==> config.mk <==
export PLATFORM = sky130hd
export DESIGN_NAME = pyramic_adc_responder
export DESIGN_NICKNAME = d
export VERILOG_FILES = /design/src/rtl/pyramic_adc_pkg.sv /design/src/rtl/pin_sync_edge.sv /design/src/rtl/pyramic_adc_responder.sv
export SDC_FILE = /design/constraint.sdc
export NUM_CORES = 1
export LEC_CHECK = 0
export CORE_ASPECT_RATIO = 1.75
export CORE_MARGIN = 1.5
export CORE_UTILIZATION = 40
export CTS_CLUSTER_SIZE = 14
export DETAILED_ROUTE_END_ITERATION = 8
export GPL_TIMING_DRIVEN = 0
export SYNTH_ARGS = -nofsm -noshare
export SYNTH_HDL_FRONTEND = slang
export SYNTH_SLANG_ARGS = --single-unit
==> constraint.sdc <==
create_clock -name clk -period 4.6 [get_ports clk]
set_input_delay 0.92 -clock clk [delete_from_list [all_inputs] [get_ports clk]]
set_output_delay 0.92 -clock clk [all_outputs]
set_load 0.02 [all_outputs]
==> src/rtl/pyramic_adc_pkg.sv <==
`default_nettype none
// ============================================================================
// Module      : pyramic_adc_pkg
// Description : Shared types and constants for the Pyramic ADC responder and
//               its SPI master counterpart.
// Revision    : 1.0 - initial release
// ============================================================================
package pyramic_adc_pkg;

    typedef enum logic [1:0] {
        IDLE    = 2'd0,
        CONVERT = 2'd1,
        READY   = 2'd2,
        SHIFT   = 2'd3
    } adc_state_t;

    localparam int PATTERN_CH_W        = 3;
    localparam int SAMPLE_W_DEFAULT    = 16;
    localparam int CH_PER_LINE_DEFAULT = 4;
    localparam int BITS_PER_LINE       = SAMPLE_W_DEFAULT * CH_PER_LINE_DEFAULT;

    localparam int ERR_CONVST = 0;
    localparam int ERR_CSN    = 1;

endpackage
`default_nettype wire

==> src/rtl/pin_sync_edge.sv <==
`default_nettype none
// ============================================================================
// Module      : pin_sync_edge
// Description : Two-flop synchronizer for an asynchronous pin, followed by an
//               edge-detect register producing single-cycle rise/fall strobes.
// Revision    : 1.0 - initial release
// ============================================================================
module pin_sync_edge #(
    parameter logic RST_VAL = 1'b0
) (
    input  logic clk,
    input  logic reset,
    input  logic pin,
    output logic level,
    output logic rise,
    output logic fall
);

    logic sync1_q, sync1_d;
    logic sync2_q, sync2_d;
    logic prev_q,  prev_d;

    always_comb begin
        sync1_d = pin;
        sync2_d = sync1_q;
        prev_d  = sync2_q;
    end

    // Reset to the pin's idle level so releasing reset creates no false edge.
    always_ff @(posedge clk) begin
        if (reset) begin
            sync1_q <= RST_VAL;
            sync2_q <= RST_VAL;
            prev_q  <= RST_VAL;
        end else begin
            sync1_q <= sync1_d;
            sync2_q <= sync2_d;
            prev_q  <= prev_d;
        end
    end

    assign level = sync2_q;
    assign rise  = sync2_q & ~prev_q;
    assign fall  = ~sync2_q & prev_q;

endmodule
`default_nettype wire

==> src/rtl/pyramic_adc_responder.sv <==
`default_nettype none
// ============================================================================
// Module      : pyramic_adc_responder
// Description : Device-side model of an AD7606-style converter pair for the
//               Pyramic SPI acquisition path; oversamples the master's pins.
// Revision    : 1.0 - initial release
// ============================================================================
module pyramic_adc_responder
    import pyramic_adc_pkg::*;
#(
    parameter int CONV_CYCLES = 200,
    parameter int SAMPLE_W    = SAMPLE_W_DEFAULT,
    parameter int CH_PER_LINE = CH_PER_LINE_DEFAULT
) (
    input  logic                              clk,
    input  logic                              reset,
    input  logic                              convst,
    input  logic                              cs_n,
    input  logic                              sclk,
    output logic                              busy,
    output logic                              miso_0,
    output logic                              miso_1,
    input  logic                              ext_sel,
    input  logic [2*SAMPLE_W*CH_PER_LINE-1:0] ext_data,
    output logic [15:0]                       frame_count,
    output logic [1:0]                        err_flags,
    input  logic                              err_clear
);

    localparam int LINE_W    = SAMPLE_W * CH_PER_LINE;
    localparam int BIT_CNT_W = $clog2(LINE_W + 1);
    localparam logic [BIT_CNT_W-1:0] LINE_BITS = BIT_CNT_W'(LINE_W);
    localparam logic [15:0]          CONV_LOAD = 16'(CONV_CYCLES - 1);

    logic convst_level, convst_rise, convst_fall;
    logic cs_level, cs_rise, cs_fall;
    logic sclk_level, sclk_rise, sclk_fall;
    logic unused_pins;

    pin_sync_edge #(.RST_VAL(1'b0)) u_sync_convst (
        .clk(clk), .reset(reset), .pin(convst),
        .level(convst_level), .rise(convst_rise), .fall(convst_fall)
    );
    pin_sync_edge #(.RST_VAL(1'b1)) u_sync_cs (
        .clk(clk), .reset(reset), .pin(cs_n),
        .level(cs_level), .rise(cs_rise), .fall(cs_fall)
    );
    pin_sync_edge #(.RST_VAL(1'b0)) u_sync_sclk (
        .clk(clk), .reset(reset), .pin(sclk),
        .level(sclk_level), .rise(sclk_rise), .fall(sclk_fall)
    );

    assign unused_pins = ^{convst_level, convst_fall, cs_level, sclk_level, sclk_rise};

    adc_state_t            state_q, state_d;
    logic [15:0]           conv_cnt_q, conv_cnt_d;
    logic [15:0]           frame_count_q, frame_count_d;
    logic [1:0]            err_q, err_d;
    logic [LINE_W-1:0]     sh_a_q, sh_a_d, sh_b_q, sh_b_d;
    logic [BIT_CNT_W-1:0]  bit_cnt_q, bit_cnt_d;
    logic [LINE_W-1:0]     load_a, load_b;
    logic [SAMPLE_W-1:0]   word;
    logic                  start;

    // Frame image: ascending channel order, MSB first; pattern tags the channel.
    always_comb begin
        load_a = '0;
        load_b = '0;
        word   = '0;
        for (int c = 0; c < 2 * CH_PER_LINE; c++) begin
            word = '0;
            word[SAMPLE_W-1 -: PATTERN_CH_W]           = PATTERN_CH_W'(c);
            word[SAMPLE_W-PATTERN_CH_W-1:0]            = frame_count_q[SAMPLE_W-PATTERN_CH_W-1:0];
            if (ext_sel) begin
                word = ext_data[c*SAMPLE_W +: SAMPLE_W];
            end
            if (c < CH_PER_LINE) begin
                load_a[LINE_W-1-c*SAMPLE_W -: SAMPLE_W] = word;
            end else begin
                load_b[LINE_W-1-(c-CH_PER_LINE)*SAMPLE_W -: SAMPLE_W] = word;
            end
        end
    end

    always_comb begin
        state_d       = state_q;
        conv_cnt_d    = conv_cnt_q;
        frame_count_d = frame_count_q;
        err_d         = err_clear ? 2'b00 : err_q;
        sh_a_d        = sh_a_q;
        sh_b_d        = sh_b_q;
        bit_cnt_d     = bit_cnt_q;
        start         = 1'b0;

        case (state_q)
            IDLE: begin
                start = convst_rise;
                if (cs_fall) err_d[ERR_CSN] = 1'b1;
            end
            CONVERT: begin
                if (convst_rise) err_d[ERR_CONVST] = 1'b1;
                if (cs_fall)     err_d[ERR_CSN]    = 1'b1;
                if (conv_cnt_q == '0) begin
                    state_d       = READY;
                    frame_count_d = frame_count_q + 16'd1;
                end else begin
                    conv_cnt_d = conv_cnt_q - 16'd1;
                end
            end
            READY: begin
                if (convst_rise) begin
                    start = 1'b1;
                end else if (cs_fall) begin
                    state_d   = SHIFT;
                    bit_cnt_d = '0;
                end
            end
            SHIFT: begin
                if (convst_rise) begin
                    start = 1'b1;
                end else if (cs_rise) begin
                    state_d   = IDLE;
                    bit_cnt_d = '0;
                end else if (sclk_fall && (bit_cnt_q < LINE_BITS)) begin
                    sh_a_d    = {sh_a_q[LINE_W-2:0], 1'b0};
                    sh_b_d    = {sh_b_q[LINE_W-2:0], 1'b0};
                    bit_cnt_d = bit_cnt_q + BIT_CNT_W'(1);
                end
            end
            default: state_d = IDLE;
        endcase

        if (start) begin
            state_d    = CONVERT;
            conv_cnt_d = CONV_LOAD;
            sh_a_d     = load_a;
            sh_b_d     = load_b;
            bit_cnt_d  = '0;
        end
    end

    always_ff @(posedge clk) begin
        if (reset) begin
            state_q       <= IDLE;
            conv_cnt_q    <= '0;
            frame_count_q <= '0;
            err_q         <= '0;
            sh_a_q        <= '0;
            sh_b_q        <= '0;
            bit_cnt_q     <= '0;
        end else begin
            state_q       <= state_d;
            conv_cnt_q    <= conv_cnt_d;
            frame_count_q <= frame_count_d;
            err_q         <= err_d;
            sh_a_q        <= sh_a_d;
            sh_b_q        <= sh_b_d;
            bit_cnt_q     <= bit_cnt_d;
        end
    end

    assign busy        = (state_q == CONVERT);
    assign miso_0      = (state_q == SHIFT) && (bit_cnt_q < LINE_BITS) && sh_a_q[LINE_W-1];
    assign miso_1      = (state_q == SHIFT) && (bit_cnt_q < LINE_BITS) && sh_b_q[LINE_W-1];
    assign frame_count = frame_count_q;
    assign err_flags   = err_q;

endmodule
`default_nettype wire

; ---- Yosys cells after proc, flatten, opt, wreduce, memory -nomap -nowiden
; Index checks and enable logic that the tools add are counted.
; W data, S select, Z words.
[op_classes]
reduce_logical = 22
mux = 41
magnitude_cmp = 1
n_eq_ne = 17
bitwise_logic = 9
add_sub_neg = 3
[op_table]
columns = operator, n
row1 = $mux W64, 10
row2 = $mux W16, 8
row3 = $mux W7, 5
row4 = $mux W8, 3
row5 = $add A16 B1 Y16 const B, 1
row6 = $logic_not A16 Y1, 1
row7 = $sub A16 B1 Y16 const B, 1
row8 = $ne A3 B3 Y1 const B, 5
row9 = $pmux W7 S2, 1
row10 = $mux W2, 6
row11 = $reduce_and A6 Y1, 2
row12 = $ne A2 B2 Y1 const B, 5
row13 = $reduce_bool A2 Y1, 4
row14 = $add A7 B1 Y7 const B, 1
row15 = $lt A7 B7 Y1 const B, 1
row16 = $mux W1, 6
row17 = $ne A2 B1 Y1 const B, 3
row18 = $pmux W2 S3, 1
row19 = $reduce_and A2 Y1, 3
row20 = $reduce_or A2 Y1, 3
row21 = $not A1 Y1, 5
row22 = $reduce_and A5 Y1, 1
row23 = $and A1 B1 Y1, 4
row24 = $eq A2 B2 Y1 const B, 2
row25 = 8 further kinds, 11
[word_totals]
wordCells = 111
ff_bits = 180
out_inout_bits = 21

; ---- Depth between registers and ports, before layout
; Gate-level depths: netlist of run 1.
[logic_depth]
depth_word = 8
depth_mapped = 9
mapped_depth_nobuf = 6

; ---- Modules after synthesis
; From an unflattened synthesis of run 1, not the netlist that was laid out.
[unflattened]
cells_unflattened = 1041
area_unflattened_um2 = 8513.2
[by_module_without_submodules]
columns = module, cells_per_inst, instances, area_per_inst_um2
row1 = pyramic_adc_responder, 1017, 1, 8237.9
row2 = pin_sync_edge (u_sync_convst ...), 8, 2, 91.3
row3 = pin_sync_edge (u_sync_cs), 8, 1, 92.6

; ---- Worst setup path before layout of run 1
; OpenSTA, ideal clock, no wires.
[synth_path]
kind = input -> register
start = input ext_sel
end = register sh_b_q[33]
setup_slack_ns = 2.238
cell_stages = 5
t_arrival_ns = 2.267
path_cell_list = clkbuf_1 buf_1 clkbuf_1 nand2_1 a221oi_1
[synth_via]
elab_chain_len = 2
[synth_rtl]
columns = item, line
row1 = from (decl), pyramic_adc_responder.sv:23  ; input logic ext_sel,
row2 = $mux W16, pyramic_adc_responder.sv:74  ; if (ext_sel) begin
row3 = $mux W64, pyramic_adc_responder.sv:133  ; if (start) begin
row4 = to (signal assigned), pyramic_adc_responder.sv:149  ; sh_b_q <= '0;
row5 = to (signal assigned), pyramic_adc_responder.sv:157  ; sh_b_q <= sh_b_d;
row6 = to (decl), pyramic_adc_responder.sv:59  ; logic [LINE_W-1:0] sh_a_q, sh_a_d, sh_b_q, sh_b_d;
; Every way passes these cells.
; A chain may end at the register's enable or synchronous reset.

; ---- Final worst setup path of run 1
[layout_path]
start = register state_q[0]
end = output busy
[layout_via]
elab_chain_len = 1
[layout_rtl]
columns = item, line
row1 = from (decl), pyramic_adc_responder.sv:55  ; adc_state_t state_q, state_d;
row2 = from (signal assigned), pyramic_adc_responder.sv:152  ; state_q <= state_d;
row3 = $eq A2 B1 Y1, pyramic_adc_responder.sv:162  ; assign busy = (state_q == CONVERT);
row4 = to (decl), pyramic_adc_responder.sv:20  ; output logic busy,
; Every way passes these cells.

==> summary.md, run 1 <==
| Metric | Value |
|---|---|
| Root Buffer | clkbuf_16 |
| H-Tree Depth | 4 |
| Period Utilization, post-route | 0.8594 |
| Setup_tns | 0 ps |
| DR WL/cell | 22.14 um |
| Cell count after synthesis | 984 |
| Worst setup path class | flip-flop to output pin |
| Layout overhead on the synthesized area | 29.36% |
| Ant diodes | 0 |
| Largest net degree at the start of global routing | 17 |
| Worst slew pin tran | 1335 ps |
| Tmin final | 3953 ps |
| Critical Path Fanout Max | 10 |
| Fmax | 253.0 MHz |
| Post-CTS setup buffer count | 0 |
| Startpoint Class | flip-flop |
| CP Cell Sequence | buf_2 > nand2b_1 > clkbuf_1 > inv_2 > clkbuf_1 > clkbuf_1 > clkdlybuf4s50_1 |
| Row count | 71 |
| Synth cell types | 57 |
| GP Congestion | 0.8958 |
| RSZ-0062 raised after global routing | no |
| Nets@finish | 1,296 |
| Cts bufs inserted | 17 |
| Synthesized cell area | 8703 um^2 |
| GRT overflow | 0 |
| # setup viols final | 0 |
| MaxCap Viol Count | 0 |
| WHS Path Cells | 1 |
| Initial Util | 0.4065 |
| DIE AREA | 22,690 um^2 |
| Syn avg cell area | 8.845 um^2 |
| CP dominant cell by count | clkbuf_1 |
| Horiz. Die Dim | 114.5 um |
| Port buffer count | 155 |
| Critical path data required time | 3680 ps |
| Post-synth EDFFs | 0 |
| Via-to-Cell Ratio | 6.012 |
| Die height | 198.1 um |
| Core Util, Final | 0.5259 |
| Pwr/cell area | 333.7 nW/um^2 |
| VDD IR-drop max | 0.2237 mV |
| R2R depth | 6 |
| Initial DRC Count | 654 |
| Synth Warn # | 0 |
| Clk_skew | 8.056 ps |
| Vias in the first global route | 8,565 |
| HP Class | flip-flop to flip-flop |
| Hold buffers post-CTS | 0 |
| Fin. max-slew vios | 0 |
| All-Layer GR Usage | 0.2868 |
| Hold slack | 410.9 ps |
| CTS max path bufs | 2 |
| CTS tree | done |
| Dominant register cell in the synthesized netlist | dfxtp_1 |
| Number of antenna violations at the first check in global routing | 0 |
| Drt pass-1 iters | 5 |
| Register bit total from synthesis | 180 |
| First-pass GRT wire length | 48,980 um |
| Core ar. | 21,410 um^2 |
| Slowest stage delay, CP | 710 ps |
| Slew headroom | 0.1031 |
| Via count | 8,796 |
| CP arrival | 3030 ps |
| Clk slew on worst S/H paths | 70 ps |
| Crit end category | output pin |
| Total wire length | 32,390 um |
| # DRC | 0 |
| Asr flop ratio synth | 0 |
| Fin area | 11,260 um^2 |
| Final-report hold violation count | 0 |
| Clk_lat worst skew | 440 ps |
| Syn nets | 1,122 |
| Share of layout cells above drive strength 1 | 0.04953 |
| PnR Total Power | 3.757 mW |
| Routed Antenna Nets | 0 |
| I/O pin count | 156 |
| Placed Area | 10,620 um^2 |
| Status | finished, final reports clean |
| Clk sinks | 180 |
| Final HPWL DP | 24,520 um |
| Leak | 4.210 nW |
| PostCTS Resize Cnt | 0 |
| Sequential fraction of the synthesis area | 0.4140 |
| Highest-delay cell along the critical path | clkdlybuf4s50_1 |
==> metrics by stage <==
stage               cells  setup WS [ps]
finish               1463          646.9
global route         1463          505.4
CTS                  1463          675.9
detailed placement   1431          807.1
global placement     1431          793.2
floorplan             984           2238
==> placed cells by master, fill, tap and decap left out, types with 32 or more instances in the layout <==
cell type          n
a21oi_1           89
clkbuf_1          87
mux2i_1           92
or4_1             32
nand3_1           35
o21ai_0           53
dfxtp_1          180
nand2_1          122
a221oi_1          75
clkdlybuf4s50_1  155
o2111ai_1         38
==> cell type report <==
cell class / instances / area (um^2)
fillers: 2097 / 10150
multi-input cells: 691 / 4656
flip-flops and latches: 180 / 3603
repair buffers: 155 / 1551
clock buffers: 18 / 439.2
plain buffers: 102 / 402.9
well taps: 292 / 365.4
clock inverters: 14 / 198.9
inverters: 11 / 41.29
==> registers in the layout (all words and copies together), names as in the netlist, 2 cells and up <==
| signal | flops |
|---|---|
| sh_a_q | 64 |
| sh_b_q | 64 |
| conv_cnt_q | 16 |
| frame_count | 16 |
| bit_cnt_q | 7 |
| err_flags | 2 |
| state_q | 2 |
==> cell families (layout without fill, tap and decap cells) <==
kind of cell / count (synthesis) / count (layout) / synth area share
AOI/OAI and AO/OA: 317 / 317 / 0.2545
xor gates and xnor gates: 1 / 1 / 0.001007
adders and majority gates: 3 / 3 / 0.004313
buffers and inverters: 113 / 300 / 0.05103
DFF: 180 / 180 / 0.4140
muxes: 93 / 93 / 0.1071
and+or+nand+nor: 277 / 277 / 0.1681
==> layer usage <==
layer | global-route usage | up-vias | part of all wire | routed length [um]
met4 | 0.1380 | 0 | 0.047 | 1510
met1 | 0.3266 | 4258 | 0.39 | 12700
met3 | 0.03642 | 91 | 0.045 | 1443
met2 | 0.5210 | 314 | 0.52 | 16730
li1 | - | 4133 | - | -
met5 | 0 | - | 0 | 0
==> critical path: cells and delay by family (launching register included) <==
kind / cells / cell delay (ps)
buffers and inverters: 6 / 2220
and+or+nand+nor: 1 / 70
DFF: 1 / 300
==> report_power, final <==
part | total [mW] | switching [mW] | internal, mW
sequential | 1.66 | 0.0395 | 1.62
clock | 1.60 | 0.670 | 0.932
combinational | 0.501 | 0.288 | 0.213
==> worst paths after layout <==
check        slack [ps]               to                 from
min                 410  u_sync_cs.level    u_sync_cs.sync1_q
max reg2reg        1640       sh_b_q[55]  u_sync_convst.level
min reg2reg         410  u_sync_cs.level    u_sync_cs.sync1_q
max                 650             busy           state_q[0]
==> synthesized netlist by cell type, drive strengths merged (3+ instances only) <==
library cell,count,area share
nand4,8,0.0058
clkbuf,87,0.038
ha,3,0.0043
nand2,122,0.053
inv,11,0.0047
or3b,3,0.0030
mux2i,92,0.11
nor3b,3,0.0026
nand2b,8,0.0058
nor4,5,0.0058
and3,3,0.0022
buf,15,0.0088
a2111o,11,0.014
or4b,3,0.0039
dfxtp,180,0.41
o21ai,53,0.030
a31oi,12,0.0086
nor3,6,0.0035
nand3,35,0.020
a21o,3,0.0026
nor2,12,0.0052
or3,6,0.0043
or2,4,0.0029
o31ai,18,0.016
or4,32,0.028
a311oi,6,0.0060
o2111ai,38,0.038
a21oi,89,0.051
nor2b,13,0.0093
a221oi,75,0.075
nand3b,4,0.0035
Power figures use the tool's default switching activity.
==> run 2, diff against run 1 <==
--- a/config.mk
+++ b/config.mk
@@ -7,10 +7,11 @@
 export LEC_CHECK = 0
 export CORE_ASPECT_RATIO = 1.75
 export CORE_MARGIN = 1.5
-export CORE_UTILIZATION = 40
+export CORE_UTILIZATION = 53
 export CTS_CLUSTER_SIZE = 14
 export DETAILED_ROUTE_END_ITERATION = 8
 export GPL_TIMING_DRIVEN = 0
+export PLACE_DENSITY = 0.8
 export SYNTH_ARGS = -nofsm -noshare
 export SYNTH_HDL_FRONTEND = slang
 export SYNTH_SLANG_ARGS = --single-unit
==> constraint.sdc (replaced) <==
create_clock -name clk -period 4 [get_ports clk]
set_input_delay 0.8 -clock clk [delete_from_list [all_inputs] [get_ports clk]]
set_output_delay 0.8 -clock clk [all_outputs]
set_load 0.02 [all_outputs]
==> run 2 against run 1 <==
Net effect: non-clock buffer count is the same; cell area shrank 1.9%; clock power is essentially flat; clock skew grew 4.6 ps; hold slack lost 1.6 ps; core utilization grew 17 points; final cell count shrank 7.2%; critical path depth is the same; global-route usage grew 5.8 points.
==> summary.md, run 2 (synthesis results as in run 1) <==
| Metric | Value |
|---|---|
| Initial DRC Count | 821 (+26%) |
| Clk_lat worst skew | 440 ps (about the same) |
| Post-CTS setup buffer count | 0 (unchanged) |
| Clk slew on worst S/H paths | 70 ps (about the same) |
| Setup_tns | 0 ps (unchanged) |
| Die height | 172.5 um (-13%) |
| Startpoint Class | flip-flop |
| Biggest regs | sh_a_q x64, sh_b_q x64 |
| # DRC | 0 (unchanged) |
| I/O pin count | 156 (unchanged) |
| DR WL/cell | 22.02 um (-0.54%) |
| # setup viols final | 0 (unchanged) |
| Most frequent cells in the layout | 180 x dfxtp_1, 155 x clkdlybuf4s50_1, 122 x nand2_1, 92 x mux2i_1, 89 x a21oi_1 |
| Root Buffer | clkbuf_16 |
| Met1 Usage GRT | 0.3847 (+0.05807) |
| Crit end category | output pin |
| Tmin final | 3772 ps |
| Final HPWL DP | 22,050 um (-10%) |
| HP Start | u_sync_cs.sync1_q |
| Routed Antenna Nets | 0 (unchanged) |
| Slowest stage delay, CP | 720 ps (about the same) |
| M2 GR Usage | 0.5675 (+0.04650) |
| Via count | 9,034 (+2.7%) |
| Worst setup path class | flip-flop to output pin |
| Row count | 61 (-14%) |
| Reg-to-reg slack, setup | 990 ps (-650 ps) |
| H-Tree Depth | 4 (unchanged) |
| Core ar. | 15,950 um^2 (-25%) |
| Drt pass-1 iters | 6 (+1) |
| All-Layer GR Usage | 0.3448 (+0.05801) |
| PostCTS Resize Cnt | 0 (unchanged) |
| Fmax | 265.1 MHz |
| Number of antenna violations at the first check in global routing | 0 (unchanged) |
| Fin area | 11,040 um^2 (-1.9%) |
| CP Cell Sequence | buf_2 > nand2b_1 > clkbuf_1 > inv_2 > clkbuf_1 > clkbuf_1 > clkdlybuf4s50_1 |
| First-pass GRT wire length | 45,860 um (-6.4%) |
| Port buffer count | 155 (unchanged) |
| Core Util, Final | 0.6921 (+0.1662) |
| Clk sinks | 180 (unchanged) |
| Hold buffers post-CTS | 0 (unchanged) |
| Placed Instances | 1,328 (-7.2%) |
| Nets@finish | 1,296 (unchanged) |
| CP dominant cell by count | clkbuf_1 |
| Cts bufs inserted | 17 (unchanged) |
| DIE AREA | 17,230 um^2 (-24%) |
| Status | finished, final reports clean |
| Layout overhead on the synthesized area | 26.84% |
| Worst slew pin tran | 1307 ps (-28.28 ps) |
| Total wire length | 29,900 um (-7.7%) |
| Ant diodes | 0 (unchanged) |
| WHS Path Cells | 1 (unchanged) |
| Clk_skew | 12.68 ps (+4.624 ps) |
| CP arrival | 2970 ps (-60 ps) |
| VDD IR-drop max | 0.3110 mV (+39%) |
| Period Utilization, post-route | 0.9429 |
| Reg-to-Reg End | sh_b_q[23] |
| Final-report hold violation count | 0 (unchanged) |
| MaxCap Viol Count | 0 (unchanged) |
| Via-to-Cell Ratio | 6.652 (+11%) |
| GR Util met3 | 0.05851 (+0.02209) |
| GR peak layer | met2 |
| R2R Path Start | u_sync_convst.level |
| HP Class | flip-flop to flip-flop |
| Pwr/cell area | 369.4 nW/um^2 (+11%) |
| Share of layout cells above drive strength 1 | 0.04705 (-0.002482) |
| CTS max path bufs | 2 (unchanged) |
| Hold path endpoint | u_sync_cs.level |
| GP Congestion | 0.9453 (+5.5%) |
| Horiz. Die Dim | 99.87 um (-13%) |
| Vias in the first global route | 8,751 (+2.2%) |
| R2R depth | 6 (unchanged) |
| CTS tree | done |
| Fin. max-slew vios | 0 (unchanged) |
| Placed Area | 10,490 um^2 (-1.2%) |
| Leak | 4.156 nW (-1.3%) |
| Initial Util | 0.5456 (+0.1391) |
| Critical Path Fanout Max | 10 (unchanged) |
| GRT overflow | 0 (unchanged) |
| Highest-delay cell along the critical path | clkdlybuf4s50_1 |
| Finished Layout Cells | 1,358 (-7.2%) |
| Most common cell after layout, fill and taps aside | dfxtp_1 |
| RSZ-0062 raised after global routing | no |
| Largest net degree at the start of global routing | 17 (unchanged) |
| Critical path data required time | 3200 ps (-480 ps) |
| Slew headroom | 0.1221 (+0.01900) |
-- run 2: per-stage QoR --
| step | setup WS, ps | hold slack (ps) | power, mW |
|---|---|---|---|
| global placement | 512.7 | 393.3 | 2.485 |
| floorplan | 1731 | 389.5 | 2.217 |
| CTS | 281.8 | 410.9 | 4.064 |
| global route | 67.79 | 430.9 | 4.184 |
| detailed placement | 483.2 | 394.2 | 2.492 |
| finish | 228.5 | 409.3 | 4.078 |
-- run 2: routing by layer --
layer | routed length, um | vias up
met5 | 0 | -
met4 | 2590 | 0
met3 | 2265 | 158
met2 | 14360 | 520
met1 | 10690 | 4222
li1 | - | 4134
-- run 2: how the worst max path moves through the flow --
stage / from / to / slack [ps] / depth (start not counted)
3_3_place_gp: ext_sel / sh_a_q[37] / 510 / 6
2_1_floorplan: bit_cnt_q[6] / sh_b_q[11] / 1730 / 7
4_1_cts: state_q[0] / busy / 280 / 7
6_report: state_q[0] / busy / 230 / 7
3_5_place_dp: ext_sel / sh_b_q[43] / 480 / 6
5_1_grt: state_q[0] / busy / 70 / 7
-- run 2: layout make-up --
class	count	area, um^2
buffer	102	402.9
clock buffer	19	442.9
clock inverter	11	105.1
fill	1342	4912
inverter	11	41.29
multi-input combinational	691	4656
sequential	180	3603
tap	189	236.5
timing repair buffer	155	1551
-- run 2: worst max-delay path: cells and delay by family, from the launching register on --
kind	cells	cell delay [ps]
buffers and inverters	6	2140
DFF	1	310
and+or+nand+nor	1	70
-- run 2: where the power goes --
group / switching [mW] / internal (mW)
logic: 0.324 / 0.245
registers: 0.0451 / 1.86
clock network: 0.735 / 0.871
total: 1.10 / 2.97
